[src/rtl/run_ctrl_if.sv]
// Data-memory bus and dump stream between run_ctrl and the dmem/consumer side.
// master = run_ctrl, slave = memory plus dump consumer.
interface run_ctrl_if;
  logic        MEM_RD_WRN;
  logic [31:0] MEM_ADDR;
  logic [31:0] MEM_WDATA;
  logic [31:0] MEM_RDATA;
  logic        DUMP_VALID;
  logic        DUMP_READY;
  logic [31:0] DUMP_ADDR;
  logic [31:0] DUMP_DATA;

  modport master (
    output MEM_RD_WRN, MEM_ADDR, MEM_WDATA, DUMP_VALID, DUMP_ADDR, DUMP_DATA,
    input  MEM_RDATA, DUMP_READY
  );

  modport slave (
    input  MEM_RD_WRN, MEM_ADDR, MEM_WDATA, DUMP_VALID, DUMP_ADDR, DUMP_DATA,
    output MEM_RDATA, DUMP_READY
  );
endinterface

[src/rtl/run_ctrl.sv]
// Run/dump controller: holds the CPU in reset, runs it for a cycle budget, then
// sweeps dmem out over a valid/ready stream. Define RUN_CTRL_SYNC_EN to add 2-flop input synchronizers.
module run_ctrl #(
  parameter int DMEM_DEPTH = 10,
  parameter int CNT_W      = 32
) (
  input  logic              CLK100MHZ,
  input  logic              RST,
  input  logic              RUN_REQ,
  input  logic              DUMP_REQ,
  input  logic [CNT_W-1:0]  CYCLE_LIMIT,
  output logic              CPU_RST_N,
  input  logic              CPU_DMEM_RD_WRN,
  input  logic [31:0]       CPU_DMEM_ADDR,
  input  logic [31:0]       CPU_DMEM_WDATA,
  run_ctrl_if.master        bus,
  output logic [1:0]        STATE,
  output logic [CNT_W-1:0]  CYCLE_COUNT
);

  localparam int PTR_W = (DMEM_DEPTH > 1) ? $clog2(DMEM_DEPTH) : 1;
  localparam logic [PTR_W-1:0] PTR_LAST = PTR_W'(DMEM_DEPTH - 1);

  typedef enum logic [1:0] {
    ST_HOLD = 2'd0,
    ST_RUN  = 2'd1,
    ST_DONE = 2'd2,
    ST_DUMP = 2'd3
  } state_t;

  state_t           state_q, state_d;
  logic [CNT_W-1:0] cnt_q, cnt_d;
  logic [PTR_W-1:0] ptr_q, ptr_d;
  logic             run_lvl, dump_lvl;
  logic             run_prev_q;
  logic             run_rise;
  logic             limit_hit;
  logic             dump_xfer;

`ifdef RUN_CTRL_SYNC_EN
  logic [1:0] run_sync_q, dump_sync_q;

  always_ff @(posedge CLK100MHZ) begin
    if (RST) begin
      run_sync_q  <= '0;
      dump_sync_q <= '0;
    end else begin
      run_sync_q  <= {run_sync_q[0], RUN_REQ};
      dump_sync_q <= {dump_sync_q[0], DUMP_REQ};
    end
  end

  assign run_lvl  = run_sync_q[1];
  assign dump_lvl = dump_sync_q[1];
`else
  assign run_lvl  = RUN_REQ;
  assign dump_lvl = DUMP_REQ;
`endif

  // NOTE: reset is sampled synchronously and all state uses non-blocking assignment
  // so every register sees pre-edge values of its neighbours.
  always_ff @(posedge CLK100MHZ) begin
    if (RST) begin
      state_q    <= ST_HOLD;
      cnt_q      <= '0;
      ptr_q      <= '0;
      run_prev_q <= 1'b0;
    end else begin
      state_q    <= state_d;
      cnt_q      <= cnt_d;
      ptr_q      <= ptr_d;
      run_prev_q <= run_lvl;
    end
  end

  assign run_rise  = run_lvl & ~run_prev_q;
  assign limit_hit = (CYCLE_LIMIT != '0) && (cnt_q == CYCLE_LIMIT - CNT_W'(1));
  assign dump_xfer = (state_q == ST_DUMP) && bus.DUMP_READY;

  // NOTE: every variable gets a default before the case so no latch can be inferred.
  always_comb begin
    state_d = state_q;
    cnt_d   = cnt_q;
    ptr_d   = ptr_q;
    unique case (state_q)
      ST_HOLD: begin
        if (run_rise) begin
          state_d = ST_RUN;
          cnt_d   = '0;
        end
      end
      ST_RUN: begin
        if (cnt_q != '1) cnt_d = cnt_q + CNT_W'(1);
        if (!run_lvl || limit_hit) state_d = ST_DONE;
      end
      ST_DONE: begin
        if (run_rise) begin
          state_d = ST_RUN;
          cnt_d   = '0;
        end else if (dump_lvl) begin
          state_d = ST_DUMP;
          ptr_d   = '0;
        end
      end
      ST_DUMP: begin
        // Request inputs are deliberately not looked at until the sweep ends.
        if (dump_xfer) begin
          if (ptr_q == PTR_LAST) begin
            state_d = ST_DONE;
            ptr_d   = '0;
          end else begin
            ptr_d = ptr_q + PTR_W'(1);
          end
        end
      end
      default: state_d = ST_HOLD;
    endcase
  end

  // The CPU only owns the dmem bus while it is out of reset.
  always_comb begin
    CPU_RST_N      = 1'b0;
    bus.MEM_RD_WRN = 1'b1;
    bus.MEM_ADDR   = '0;
    bus.MEM_WDATA  = '0;
    bus.DUMP_VALID = 1'b0;
    bus.DUMP_DATA  = '0;
    unique case (state_q)
      ST_RUN: begin
        CPU_RST_N      = 1'b1;
        bus.MEM_RD_WRN = CPU_DMEM_RD_WRN;
        bus.MEM_ADDR   = CPU_DMEM_ADDR;
        bus.MEM_WDATA  = CPU_DMEM_WDATA;
      end
      ST_DUMP: begin
        bus.MEM_ADDR   = 32'(ptr_q);
        bus.DUMP_VALID = 1'b1;
        bus.DUMP_DATA  = bus.MEM_RDATA;
      end
      default: ;
    endcase
  end

  assign bus.DUMP_ADDR = 32'(ptr_q);
  assign STATE         = state_q;
  assign CYCLE_COUNT   = cnt_q;

endmodule

[src/flat_wrapper.sv]
// flat-port wrapper written by rule: the top's interface ports become plain ports
module run_ctrl_flat 
#(
  parameter int DMEM_DEPTH = 10,
  parameter int CNT_W      = 32
)
  (CLK100MHZ, RST, RUN_REQ, DUMP_REQ, CYCLE_LIMIT, CPU_RST_N, CPU_DMEM_RD_WRN, CPU_DMEM_ADDR, CPU_DMEM_WDATA, STATE, CYCLE_COUNT, bus_MEM_RD_WRN, bus_MEM_ADDR, bus_MEM_WDATA, bus_DUMP_VALID, bus_DUMP_ADDR, bus_DUMP_DATA, bus_MEM_RDATA, bus_DUMP_READY);
  run_ctrl_if bus_i ();
  input  logic CLK100MHZ;
  input  logic RST;
  input  logic RUN_REQ;
  input  logic DUMP_REQ;
  input  logic [CNT_W-1:0] CYCLE_LIMIT;
  output logic CPU_RST_N;
  input  logic CPU_DMEM_RD_WRN;
  input  logic [31:0] CPU_DMEM_ADDR;
  input  logic [31:0] CPU_DMEM_WDATA;
  output logic [1:0] STATE;
  output logic [CNT_W-1:0] CYCLE_COUNT;
  output wire logic [$bits(bus_i.MEM_RD_WRN)-1:0] bus_MEM_RD_WRN;
  output wire logic [$bits(bus_i.MEM_ADDR)-1:0] bus_MEM_ADDR;
  output wire logic [$bits(bus_i.MEM_WDATA)-1:0] bus_MEM_WDATA;
  output wire logic [$bits(bus_i.DUMP_VALID)-1:0] bus_DUMP_VALID;
  output wire logic [$bits(bus_i.DUMP_ADDR)-1:0] bus_DUMP_ADDR;
  output wire logic [$bits(bus_i.DUMP_DATA)-1:0] bus_DUMP_DATA;
  input wire logic [$bits(bus_i.MEM_RDATA)-1:0] bus_MEM_RDATA;
  input wire logic [$bits(bus_i.DUMP_READY)-1:0] bus_DUMP_READY;
  assign bus_MEM_RD_WRN = bus_i.MEM_RD_WRN;
  assign bus_MEM_ADDR = bus_i.MEM_ADDR;
  assign bus_MEM_WDATA = bus_i.MEM_WDATA;
  assign bus_DUMP_VALID = bus_i.DUMP_VALID;
  assign bus_DUMP_ADDR = bus_i.DUMP_ADDR;
  assign bus_DUMP_DATA = bus_i.DUMP_DATA;
  assign bus_i.MEM_RDATA = bus_MEM_RDATA;
  assign bus_i.DUMP_READY = bus_DUMP_READY;
  run_ctrl #(.DMEM_DEPTH(DMEM_DEPTH), .CNT_W(CNT_W)) u_core (.CLK100MHZ(CLK100MHZ), .RST(RST), .RUN_REQ(RUN_REQ), .DUMP_REQ(DUMP_REQ), .CYCLE_LIMIT(CYCLE_LIMIT), .CPU_RST_N(CPU_RST_N), .CPU_DMEM_RD_WRN(CPU_DMEM_RD_WRN), .CPU_DMEM_ADDR(CPU_DMEM_ADDR), .CPU_DMEM_WDATA(CPU_DMEM_WDATA), .bus(bus_i), .STATE(STATE), .CYCLE_COUNT(CYCLE_COUNT));
endmodule
[config.mk]
export PLATFORM = sky130hd
export DESIGN_NAME = run_ctrl_flat
export DESIGN_NICKNAME = d
export VERILOG_FILES = /design/src/rtl/run_ctrl_if.sv /design/src/rtl/run_ctrl.sv /design/src/flat_wrapper.sv
export SDC_FILE = /design/constraint.sdc
export NUM_CORES = 1
export LEC_CHECK = 0
export CORE_UTILIZATION = 31
export CTS_BUF_LIST = sky130_fd_sc_hd__clkbuf_8
export DETAILED_ROUTE_END_ITERATION = 7
export HOLD_SLACK_MARGIN = 0.1
export PLACE_DENSITY = 0.81
export SLEW_MARGIN = 25
export SYNTH_ARGS = -nofsm -noshare
export SYNTH_HDL_FRONTEND = slang
export SYNTH_SLANG_ARGS = --single-unit
[constraint.sdc]
create_clock -name CLK100MHZ -period 3.7 [get_ports CLK100MHZ]
set_clock_uncertainty 0.05 [all_clocks]
set_input_delay 0.74 -clock CLK100MHZ [delete_from_list [all_inputs] [get_ports CLK100MHZ]]
set_output_delay 0.74 -clock CLK100MHZ [all_outputs]
set_load 0.03 [all_outputs]
==> summary.md, run 1 <==
Along the worst hold path, the cell count comes to 2. Once detail routing completed, the nets flagged for antenna violations numbered 0. The top cell type by area accounts for 19.8% of the synthesized area. By count the netlist is led by and2_1, nor2_1, and3_1.

For this design the top-level I/O count stands at 299. The width of the die works out to 115 microns. The reg-to-reg startpoint was u_core.STATE[0].

Global routing consumed, over all layers together, 24.9% of the routing resources. The leakage power of the design came out at 2.86 nW. The number of global-route vias before repair is 4636, and the area of the core is 12200 sq um.

Setup repair after global routing left no endpoint under its margin. For the number of optimization iterations in the first detailed-route pass, the log shows 5. The internal power was 0.916 mW; the required time of the worst setup path was 3.82 ns. The die covers 13200 sq um. Row generation in the floorplan step produced 40 rows. In the routed layout, each cell is associated on average with a via count of 5.00.

The longest clock path from root to sink contains 2 buffers. In the routed design, unresolved DRC markers number 0. The tools report the wire length of the first global-routing pass as 25200 microns. The vertical die dimension is 115 microns, and the met1 routing resource usage after global routing is 27.5%.

The H-tree generated during clock tree synthesis spans 2 levels. For the number of standard cells in the layout, taps in and fillers out, the log shows 999. The multi-input combinational cells in the finished layout cover a total of 2910 sq um.

The run finished with clean final reports. The element type at the critical path start was a primary input. The proportion of synthesized chip area in sequential cells was 19.8%; the clock-pin transition on the worst setup and hold timing paths was 0.08 ns. The most used routing layer is met2. The run gives 46 as the pin count of the biggest net entering global routing. The logic depth of the worst register-to-register path is 8.

For the detailed-route wire length, the log shows 17100 microns. Headroom to the max-slew limit came out at 52.7%. The remaining global-route overflow was 0; the minimum setup slack among reg-to-reg paths was 1.01 ns. In this run, the combinational gates consume 42.5% of the power.

The largest area contributor in the netlist was dfxtp_1. Clock tree synthesis found a total of 39 sinks. For the cell count after placement, the log shows 990. TritonCTS built the clock tree. Among all cell types in the netlist, the one instantiated most often is and2_1.

Max-cap violations in this run came to 0. In this run the critical register-to-register path is captured at u_core.CYCLE_COUNT[21]. Power spread over the standard cell area amounts to 187 nW/um^2. The final estimated routing congestion in global placement is 0.934. The power dissipated by switching net loads was 0.452 mW; the part of the cycle the worst path needs was 94.5%. The total of endpoints with negative setup slack in the final report is 0, and the distinct cell type count of the synthesized netlist is 60. The post-route netlist has 16.1% of its cells at a drive strength greater than 1. Cells fill 59.7% of the core in the end. The worst path needs 3.50 ns of the cycle, external delays included.

The sequential cells in the finished layout cover a total of 781 sq um. Synthesis inferred 39 register bits. For this run, the leading register cell type out of synthesis is dfxtp_1. After the last flow step, the layout net total stands at 967. The clock latency at the later pin of the worst-skew pair was 0.29 ns. The source of the worst hold timing path was u_core.CYCLE_COUNT[3]. Fill cells in the final layout number 1127.

Synthesis-to-finish area growth: 84.7%. In this run the clock root is driven by a clkbuf_8. The endpoint of the worst hold-timing path was u_core.CYCLE_COUNT[3]. The run gives 0.133 mV as the maximum VDD drop.

STA classifies the critical path endpoint as a flop. Mean area per synthesized cell: 7.31 sq um. The proportion of synthesized flip-flops having asynchronous set or reset is 0%. For this configuration, the core starts out at a cell density of 32.3%. The half-perimeter wire length after placement was 14200 microns; the fmax was 286 MHz. The run gives 0 as the number of warnings printed during yosys synthesis. The critical path in this run is classified as primary input to flop.

The share of total power in the clock network was 26.5%; the CTS buffer count was 5. By area the synthesized netlist is led by dfxtp_1, and2_1, xnor2_1. Summing every instance area after synthesis gives 3950 sq um. The number of antenna violations at the first check in global routing is 1, and the max-slew violation count is 0. The synthesized design contains 0 enable-type register cells. The tools report the number of instances in the synthesized netlist as 540. The slew of the pin with the lowest slew margin was 0.708 ns. The final routed wire length divided by cell count was 17.1 microns; the switching part of the total power was 33.0%. The tools report the DRC marker count from the first detailed-route iteration as 555. For this run, global-route usage on met2 was measured as 48.4%.

The final route contains 4992 vias. The worst-path maximum fanout came out at 4. The tools report the global-route track usage on met3 as 3.27%. The min-delay analysis places its worst path in the category flop to flop. The number of hold-slack violations in the final timing report is 0. Port buffering added 270 buffers.

The run gives 3.62 ns as the data arrival time of the critical path. The share of total power dissipated in sequential elements is 31.1%.
how the worst max path moves through the flow:
stage / start / end / slack (ns) / depth (start not counted)
floorplan: CYCLE_LIMIT[5] / u_core.STATE[0] / 0.24 / 11
global placement: CYCLE_LIMIT[16] / u_core.STATE[0] / -0.20 / 9
detailed placement: CYCLE_LIMIT[1] / u_core.STATE[0] / -0.25 / 11
CTS: CYCLE_LIMIT[16] / u_core.STATE[0] / 0.05 / 10
global route: CYCLE_LIMIT[16] / u_core.STATE[0] / 0.11 / 10
finish: CYCLE_LIMIT[16] / u_core.STATE[0] / 0.20 / 10
cell usage in the layout (no fill, tap or decap), types with 3 or more instances in the layout:
master and instances:
a211oi_1 5, a21oi_1 15, a31oi_1 6, and2_1 64, and3_1 42, buf_12 29
buf_4 75, clkbuf_8 5, clkdlybuf4s50_1 209, conb_1 28, dfxtp_1 39, ha_1 4
inv_1 13, mux2i_1 5, nand2_1 24, nand2b_1 6, nand3_1 13, nand3b_1 3
nand4_1 19, nand4b_1 3, nor2_1 46, nor2b_1 6, nor3_1 17, nor4_1 12
o21ai_0 15, o221ai_1 3, or3_1 14, or3b_2 3, or4_1 5, or4_4 3
xnor2_1 33, xor2_1 30
critical path, stage by stage:
cell	delay [ns]
clkdlybuf4s50_1	0.44
or4_4	0.58
or4_1	0.56
buf_4	0.17
nor4_2	0.27
xnor2_1	0.15
nand4_1	0.14
nor4_4	0.34
a21o_2	0.17
a31oi_1	0.07
sequential cells by signal, summed over array words and instances (netlist names):
name and cells:
u_core.CYCLE_COUNT 32, u_core.STATE 2, u_core.ptr_q 4, u_core.run_prev_q 1
power by group through the flow:
stage | logic (mW) | registers (mW) | clock network [mW]
2_1_floorplan | 0.263 | 0.440 | 0
5_1_grt | 0.611 | 0.426 | 0.387
4_1_cts | 0.579 | 0.425 | 0.367
3_5_place_dp | 0.577 | 0.435 | 0
3_3_place_gp | 0.574 | 0.435 | 0
6_report | 0.581 | 0.425 | 0.362
layout make-up:
class	instances	area share [%]
flip-flops and latches	39	10.7
well taps	168	2.88
diodes	1	0.0343
multi-input cells	457	39.8
inverters	13	0.669
clock inverters	3	0.600
repair buffers	313	44.3
clock buffers	5	0.943
logic make-up (layout without fill, tap and decap cells):
kind of cell / count (synthesis) / in the layout / share of synthesized area [%]
other: 1 / 29 / 0.0949
AND/OR/NAND/NOR: 297 / 297 / 43.8
buffers and inverters: 71 / 334 / 9.98
multiplexers: 5 / 5 / 1.27
AO/OA/AOI/OAI: 60 / 60 / 9.88
adder cells (fa/ha/maj): 4 / 4 / 1.27
XOR/XNOR: 63 / 63 / 14.0
flip-flops: 39 / 39 / 19.8
what timing repair did:
item | 4_1_cts | 5_1_grt
hold buffers | 0 | 0
endpoints found under the setup margin | 0 | 2
gates resized for setup | 0 | 6
setup buffers | 0 | 0
per-layer routing:
layer | vias to the layer above | routed length (microns) | share of wire, %
li1 | 2415 | - | -
met1 | 2307 | 6290 | 37
met2 | 236 | 9190 | 54
met3 | 34 | 1100 | 6.4
met4 | 0 | 497 | 2.9
met5 | - | 0 | 0
per-stage QoR:
step | setup slack [ns] | TNS [ns] | area [sq um] | power (mW) | hold WS, ns
floorplan | 0.242 | 0 | 4050 | 0.704 | 0.593
global placement | -0.196 | -0.352 | 7150 | 1.01 | 0.489
detailed placement | -0.255 | -0.500 | 7150 | 1.01 | 0.503
CTS | 0.0510 | 0 | 7260 | 1.37 | 0.515
global route | 0.105 | 0 | 7300 | 1.42 | 0.563
finish | 0.203 | 0 | 7300 | 1.37 | 0.508
Note: power is estimated with default switching activity, not from simulation.
==> run 2, diff against run 1 <==
- CORE_MARGIN: default -> 5
- CORE_UTILIZATION: 31 -> 35
- CTS_CLUSTER_SIZE: default -> 16
- PLACE_DENSITY: 0.81 -> 0.89
==> run 2 against run 1 <==
Against the previous run:
- largest cell class unchanged
- fmax fell by 1.5%
- sequential power barely moved
- largest power group unchanged
- count of clock-buffer cells in the layout did not move
- first-iteration DRC count rose by 5.0%
==> summary.md, run 2 (same netlist as run 1, synthesis figures left out) <==
TritonCTS built the clock tree. The number of hold-slack violations in the final timing report is 0 (unchanged), and the top-level port count is 299 (unchanged). The DRC marker count from the first detailed-route iteration came out at 583 (+5.0%). The power per standard cell area is 179 nW/um^2 (-4.3%), and the internal power is 0.847 mW (-7.5%). Number of placement rows: 38 (-5.0%).

The required time of the worst setup path is 3.82 ns (about the same). Flip-flop count of the largest register after layout: 32 (unchanged). The tools report the count of H-tree levels built during CTS as 2 (unchanged). The count of input and output buffers was 270 (unchanged); the share of power burned in combinational logic was 45.7% (+3.2 points).

From synthesis to final layout, the design area changed by 84.2%. The worst hold path terminates at u_core.CYCLE_COUNT[27]. The width of the die works out to 116 microns (+1.2%). The fmax came out at 282 MHz (-1.5%). Setup repair after global routing left no endpoint under its margin. Final estimated routing congestion in global placement: 0.929 (-0.62%). The run finished with clean final reports. The worst-path maximum fanout came out at 4 (unchanged). The area of the die was 13500 sq um (+2.4%); the number of buffers inserted by post-CTS setup repair was 0 (unchanged). The logs give 0 (unchanged) for the number of maximum-capacitance constraint violations and 2.86 nW (about the same) for the leakage power of the design. The total of endpoints with negative setup slack in the final report is 0 (unchanged), and the instance count along the most critical hold path is 2 (unchanged). The logs give 0 (unchanged) for the post-detailed-route DRC marker count and 4687 (+1.1%) for the number of global-route vias before repair.

The portion of total power attributed to sequential cells is 32.6% (+1.5 points). The most common cell after layout, fill and taps aside was clkdlybuf4s50_1. STA classifies the critical path endpoint as a flop.

The minimum setup slack among reg-to-reg paths is 0.95 ns (-0.06 ns). The via total after detailed routing was 5067 (+1.5%). The time the worst path needs with I/O delays and setup came out at 3.55 ns (+0.0537 ns). Power dissipated by switching net loads: 0.458 mW (+1.4%). The max-slew violation count was 0 (unchanged); the number of antenna violations at the first check in global routing was 0 (-1).

On the critical path the largest part of the delay comes from simple AND/OR/NAND/NOR gates. The tools report the number of optimization iterations in the first detailed-route pass as 5 (unchanged). The area of the core is 10900 sq um (-10%). The maximum root-to-sink buffer count was 2 (unchanged). The clock latency at the later pin of the worst-skew pair was 0.29 ns (about the same).

The run gives 0 (-1) as the final antenna diode count. The worst register-to-register path ends at u_core.CYCLE_COUNT[29]. The cell that appears most often on the critical path is or4_1.

The data arrival time of the critical path was 3.67 ns (+0.05 ns). The switching part of the total power was 35.1% (+2.1 points); the pin count of the biggest net entering global routing was 62 (+35%). STA classifies the critical path startpoint as a primary input. Walking the worst path, the cells encountered are clkdlybuf4s50_1 -> or4_1 -> or4_1 -> buf_4 -> nor4_2 -> xnor2_1 -> nand4_1 -> nor4_4 -> a21o_2 -> a31oi_1. The total global-route track usage came out at 25.7% (+0.80 points). The library cells used most frequently in the layout, excluding fill and tap cells, are clkdlybuf4s50_1, buf_4, and2_1, nor2_1, and3_1. The tools report the source of the worst hold timing path as u_core.CYCLE_COUNT[27]. The run gives 66.5% (+6.8 points) as the final core area utilization. Class of the worst hold path: flop to flop. Met3 routed wirelength: 2070 microns (+88%).

For the final-stage net count, the log shows 965 (-0.21%). The library cell used as clock root buffer was clkbuf_8. The final routed wire length divided by cell count came out at 19.3 microns (+13%). The clock sink count was 39 (unchanged); the remaining global-route overflow was 0 (unchanged).

For the wire length of the first global-routing pass, the log shows 26400 microns (+4.8%). The CTS buffer count came out at 5 (unchanged). The tools report the wire length on met1 as 7470 microns (+19%). The count of buffer and inverter cells on the critical path was 2 (unchanged). The tools report the worst setup path startpoint as CYCLE_LIMIT[16].

The delay contributed by the slowest stage of the critical path came out at 0.61 ns (+0.03 ns). By startpoint and endpoint, the worst setup path is classified as primary input to flop. The routed via count divided by cell count is 5.23 (+4.8%), and the layout filler cell count is 894 (-21%).

The tools report the detailed-route wire length as 18600 microns (+9.2%). The topmost layer with routed signal wires was met4. On the critical path, the stage with the largest delay is an instance of or4_1. The overall power of the completed layout is 1.31 mW (-4.6%), and the number of nets still failing antenna checks after routing is 0 (unchanged).

The effective utilization at floorplan was 36.1% (+3.8 points); the fraction of layout cells with a size suffix above 1 was 15.7% (-0.44 points). The routed length on met2 came out at 8530 microns (-7.3%). The maximum VDD drop is 0.119 mV (-10%). The vertical die dimension was 116 microns (+1.2%); the part of the cycle the worst path needs was 96.0% (+1.5 points). The startpoint identified for the worst register-to-register timing path is u_core.STATE[0]. The share of total power in the clock network was 21.7% (-4.8 points); the logic depth of the worst register-to-register path was 8 (unchanged). The tools report the half-perimeter wire length after placement as 15900 microns (+12%). The clock-pin transition on the worst setup and hold timing paths is 0.08 ns (about the same).
## run 2: power groups by stage
stage	Sequential [mW]	Clock (mW)	Combinational, mW
after global placement	0.436	0	0.585
after CTS	0.426	0.287	0.592
after global routing	0.426	0.303	0.625
after detailed placement	0.436	0	0.591
final	0.426	0.283	0.597
after floorplan	0.440	0	0.263
## run 2: timing repair
item / in CTS / in global routing
hold buffers: 0 / 0
endpoints found under the setup margin: 0 / 2
resized for setup: 0 / 6
## run 2: through the flow
step,area [sq um],worst slack [ns],hold slack (ns),instances,TNS (ns)
finish,7280,0.149,0.509,968,0
global route,7280,0.0132,0.531,968,0
CTS,7250,0.0570,0.504,968,0
detailed placement,7160,-0.250,0.492,960,-0.482
global placement,7160,-0.197,0.478,960,-0.358
floorplan,4050,0.242,0.593,567,0
## run 2: metal layers
metal  global-route usage, %  up-vias
met3                    5.80       38
met5                       0        -
met4                    9.05        0
met2                    41.1      338
met1                    33.9     2281
li1                        -     2410
## run 2: cell type report
type | instances | area, sq um | area share, %
Inverter | 13 | 48.8 | 0.671
Sequential cell | 39 | 781 | 10.7
Timing Repair Buffer | 311 | 3280 | 45.1
Clock inverter | 3 | 12.5 | 0.172
Tap cell | 140 | 175 | 2.41
Clock buffer | 5 | 68.8 | 0.946
Multi-Input combinational cell | 457 | 2910 | 39.9
## run 2: worst register-to-register path: cells and delay by family (launching register included)
kind / cells / cell delay (ns)
buffers and inverters: 1 / 0.25
AOI/OAI and AO/OA: 2 / 0.37
and+or+nand+nor: 5 / 1.66
DFF: 1 / 0.35
## run 2: how the worst max path moves through the flow
stage | end | slack, ns | depth (start not counted)
2_1_floorplan | u_core.STATE[0] | 0.24 | 11
3_3_place_gp | u_core.STATE[0] | -0.20 | 9
3_5_place_dp | u_core.STATE[0] | -0.25 | 11
4_1_cts | u_core.STATE[0] | 0.06 | 11
5_1_grt | u_core.STATE[0] | 0.01 | 10
6_report | u_core.STATE[0] | 0.15 | 10
==> run 3, diff against run 2 <==
- CAP_MARGIN: default -> 20
- CORE_AREA: default -> 2 2 115 117
- CORE_MARGIN: 5 -> default
- CORE_UTILIZATION: 35 -> default
- DIE_AREA: default -> 0 0 117 119
- PLACE_DENSITY: 0.89 -> 0.81
- clock period: 3.7 -> 4.38 ns (I/O delays scaled with it)
==> run 3 against run 2 <==
Against the previous run:
- hold slack improved by 0.014 ns
- routed wire length fell by 4.6%
- combinational power fell by 23%
- count of clock-buffer cells in the layout did not move
- power fell by 17%
- critical endpoint unchanged
- largest power group unchanged
==> summary.md, run 3 (same netlist as run 1, synthesis figures left out) <==
STA classifies the critical path endpoint as a flop. The tools report the required time of the worst setup path as 4.51 ns (+0.69 ns). The run finished with clean final reports. The logs give 26000 microns (-1.6%) for the wire length of the first global-routing pass and 0.106 mV (-11%) for the maximum VDD drop. Leakage power of the design: 2.53 nW (-11%). The cell family contributing the most delay on the critical path was simple AND/OR/NAND/NOR gates. Count of buffer and inverter cells on the critical path: 2 (unchanged).

Derived from the worst setup path, the maximum achievable clock frequency is 251 MHz. The detailed-route wire length was 17800 microns (-4.6%). The tools report the area of the core as 12900 sq um (+18%). The vertical die dimension was 119 microns (+2.4%). The CTS buffer count came out at 5 (unchanged). Leaving out fill and tap cells, the most frequent cells in the layout are clkdlybuf4s50_1, and2_1, nor2_1, and3_1, dfxtp_1. The pin count of the biggest net entering global routing was 46 (-26%); the total of hold buffers inserted after clock tree synthesis was 0 (unchanged). The power per standard cell area was 157 nW/um^2 (-13%); the number of antenna violations at the first check in global routing was 0 (unchanged).

The post-detailed-route DRC marker count was 0 (unchanged); the number of resized instances in the post-cts repair step was 0 (unchanged). The tools report the final estimated routing congestion in global placement as 0.931 (+0.27%). The data arrival time of the critical path is 4.11 ns (+0.44 ns), and the delay contributed by the slowest stage of the critical path is 0.76 ns (+0.15 ns). In this run the worst hold path is classified as flop to flop. The part of the cycle the worst path needs was 90.9%; the number of global-route vias before repair was 4445 (-5.2%).

Number of optimization iterations in the first detailed-route pass: 5 (unchanged). The critical path class was primary input to flop. The final total negative setup slack was 0 ns (unchanged); the number of nets still failing antenna checks after routing was 0 (unchanged).

The area of the die is 13900 sq um (+3.1%), and the effective utilization at floorplan is 30.7% (-5.4 points). The clock-pin transition on the worst setup and hold timing paths is 0.09 ns (about the same), and the flip-flop count of the largest register after layout is 32 (unchanged). The via total after detailed routing was 4927 (-2.8%); the count of input and output buffers was 270 (unchanged). The run gives 1.61 ns (+0.66 ns) as the minimum setup slack among reg-to-reg paths.

The remaining global-route overflow is 0 (unchanged). Leaving out fill and tap cells, the most frequent cell in the layout is clkdlybuf4s50_1. The routed via count divided by cell count works out to 5.01 (-4.3%).

The time the worst path needs with I/O delays and setup was 3.98 ns; the final routed wire length divided by cell count was 18.1 microns (-6.2%). The run gives 42 (+11%) as the number of placement rows. The logs give 0 (unchanged) for the total of endpoints with negative setup slack in the final report and 0 (unchanged) for the final antenna diode count. For the number of buffers inserted by post-CTS setup repair, the log shows 0 (unchanged).

Slowest cell on the critical path: or4b_2. The half-perimeter wire length after placement is 15000 microns (-5.6%), and the overall power of the completed layout is 1.08 mW (-17%). The tools report the DRC marker count from the first detailed-route iteration as 574 (-1.5%). The tools report the count of H-tree levels built during CTS as 2 (unchanged). Traced cell by cell, the critical path runs through clkdlybuf4s50_1 -> inv_1 -> ha_1 -> or4b_2 -> nor4_1 -> xnor2_1 -> a2111oi_0 -> nand4_1 -> nor4_2 -> a21o_2 -> a31oi_1. The synthesis-to-finish area growth came out at 74.5%.

The logs give 945 (-2.1%) for the final-stage net count and 0 (unchanged) for the number of hold-slack violations in the final timing report. The clock sink count was 39 (unchanged). The run gives 0.31 ns (+0.02 ns) as the clock latency at the later pin of the worst-skew pair. TritonCTS built the clock tree. For the pin with the worst max-slew slack, the measured transition is 0.557 ns.

The max-slew headroom at the worst pin was 61.9%; the worst-path maximum fanout was 10 (+6). Setup repair after global routing left no endpoint under its margin. The max-slew violation count came out at 0 (unchanged). The number of maximum-capacitance constraint violations was 0 (unchanged). The tools report the element type at the critical path start as a primary input. The tools report the maximum root-to-sink buffer count as 2 (unchanged).

The tools report the library cell used as clock root buffer as clkbuf_8. For the top-level port count, the log shows 299 (unchanged). Total global-route track usage: 24.7% (-0.95 points). The width of the die was 117 microns (+0.66%); the fraction of layout cells with a size suffix above 1 was 5.94% (-9.8 points).
## run 3: cell count changes in the layout (fill, tap and decap cells not counted), sizes merged
cell and delta:
inv -1, clkdlybuf4s50 +61, buf -81, clkinv -1, clkinvlp +2
## run 3: worst paths after layout
| path | startpoint | end | cells past startpoint |
|---|---|---|---|
| setup / recovery | CYCLE_LIMIT[0] | u_core.STATE[0] | 11 |
| hold / removal | u_core.CYCLE_COUNT[27] | u_core.CYCLE_COUNT[27] | 2 |
| setup reg to reg | u_core.STATE[0] | u_core.CYCLE_COUNT[27] | 8 |
| hold reg to reg | u_core.CYCLE_COUNT[27] | u_core.CYCLE_COUNT[27] | 2 |
## run 3: cell type report
cell class	instances	area [sq um]
fillers	1219	5980
multi-input cells	457	2880
repair buffers	291	2870
flip-flops and latches	39	781
well taps	176	220
clock buffers	5	68.8
inverters	13	48.8
clock inverters	3	23.8
## run 3: worst reg2reg max path, cell delays in order (launching register included)
cell and delay (ns):
dfxtp_1 0.32, buf_4 0.24, or3b_2 0.62, a21oi_1 0.23
nand2_1 0.12, nor3_1 0.36, nand3_1 0.27, or3_1 0.38
a21oi_1 0.14
## run 3: stage by stage
| step | std cells | setup WS [ns] | utilization [%] | instance area, sq um | hold WS, ns |
|---|---|---|---|---|---|
| final | 984 | 0.398 | 53.5 | 6890 | 0.523 |
| after global routing | 984 | 0.127 | 53.5 | 6890 | 0.567 |
| after CTS | 984 | 0.419 | 53.5 | 6890 | 0.524 |
| after detailed placement | 976 | 0.108 | 52.8 | 6800 | 0.512 |
| after global placement | 976 | 0.203 | 52.8 | 6800 | 0.498 |
| after floorplan | 567 | 0.786 | - | 4050 | 0.593 |
## run 3: metal layers
layer	GRT usage, %	wire [microns]	vias up
met5	0	0	-
met4	7.50	448	0
met2	38.0	8080	236
met1	34.2	7860	2300
met3	5.70	1380	25
li1	-	-	2366
## run 3: power by group
group | switching [mW] | total, mW | internal, mW
registers | 0.00257 | 0.359 | 0.357
clock network | 0.149 | 0.263 | 0.114
logic | 0.240 | 0.458 | 0.217
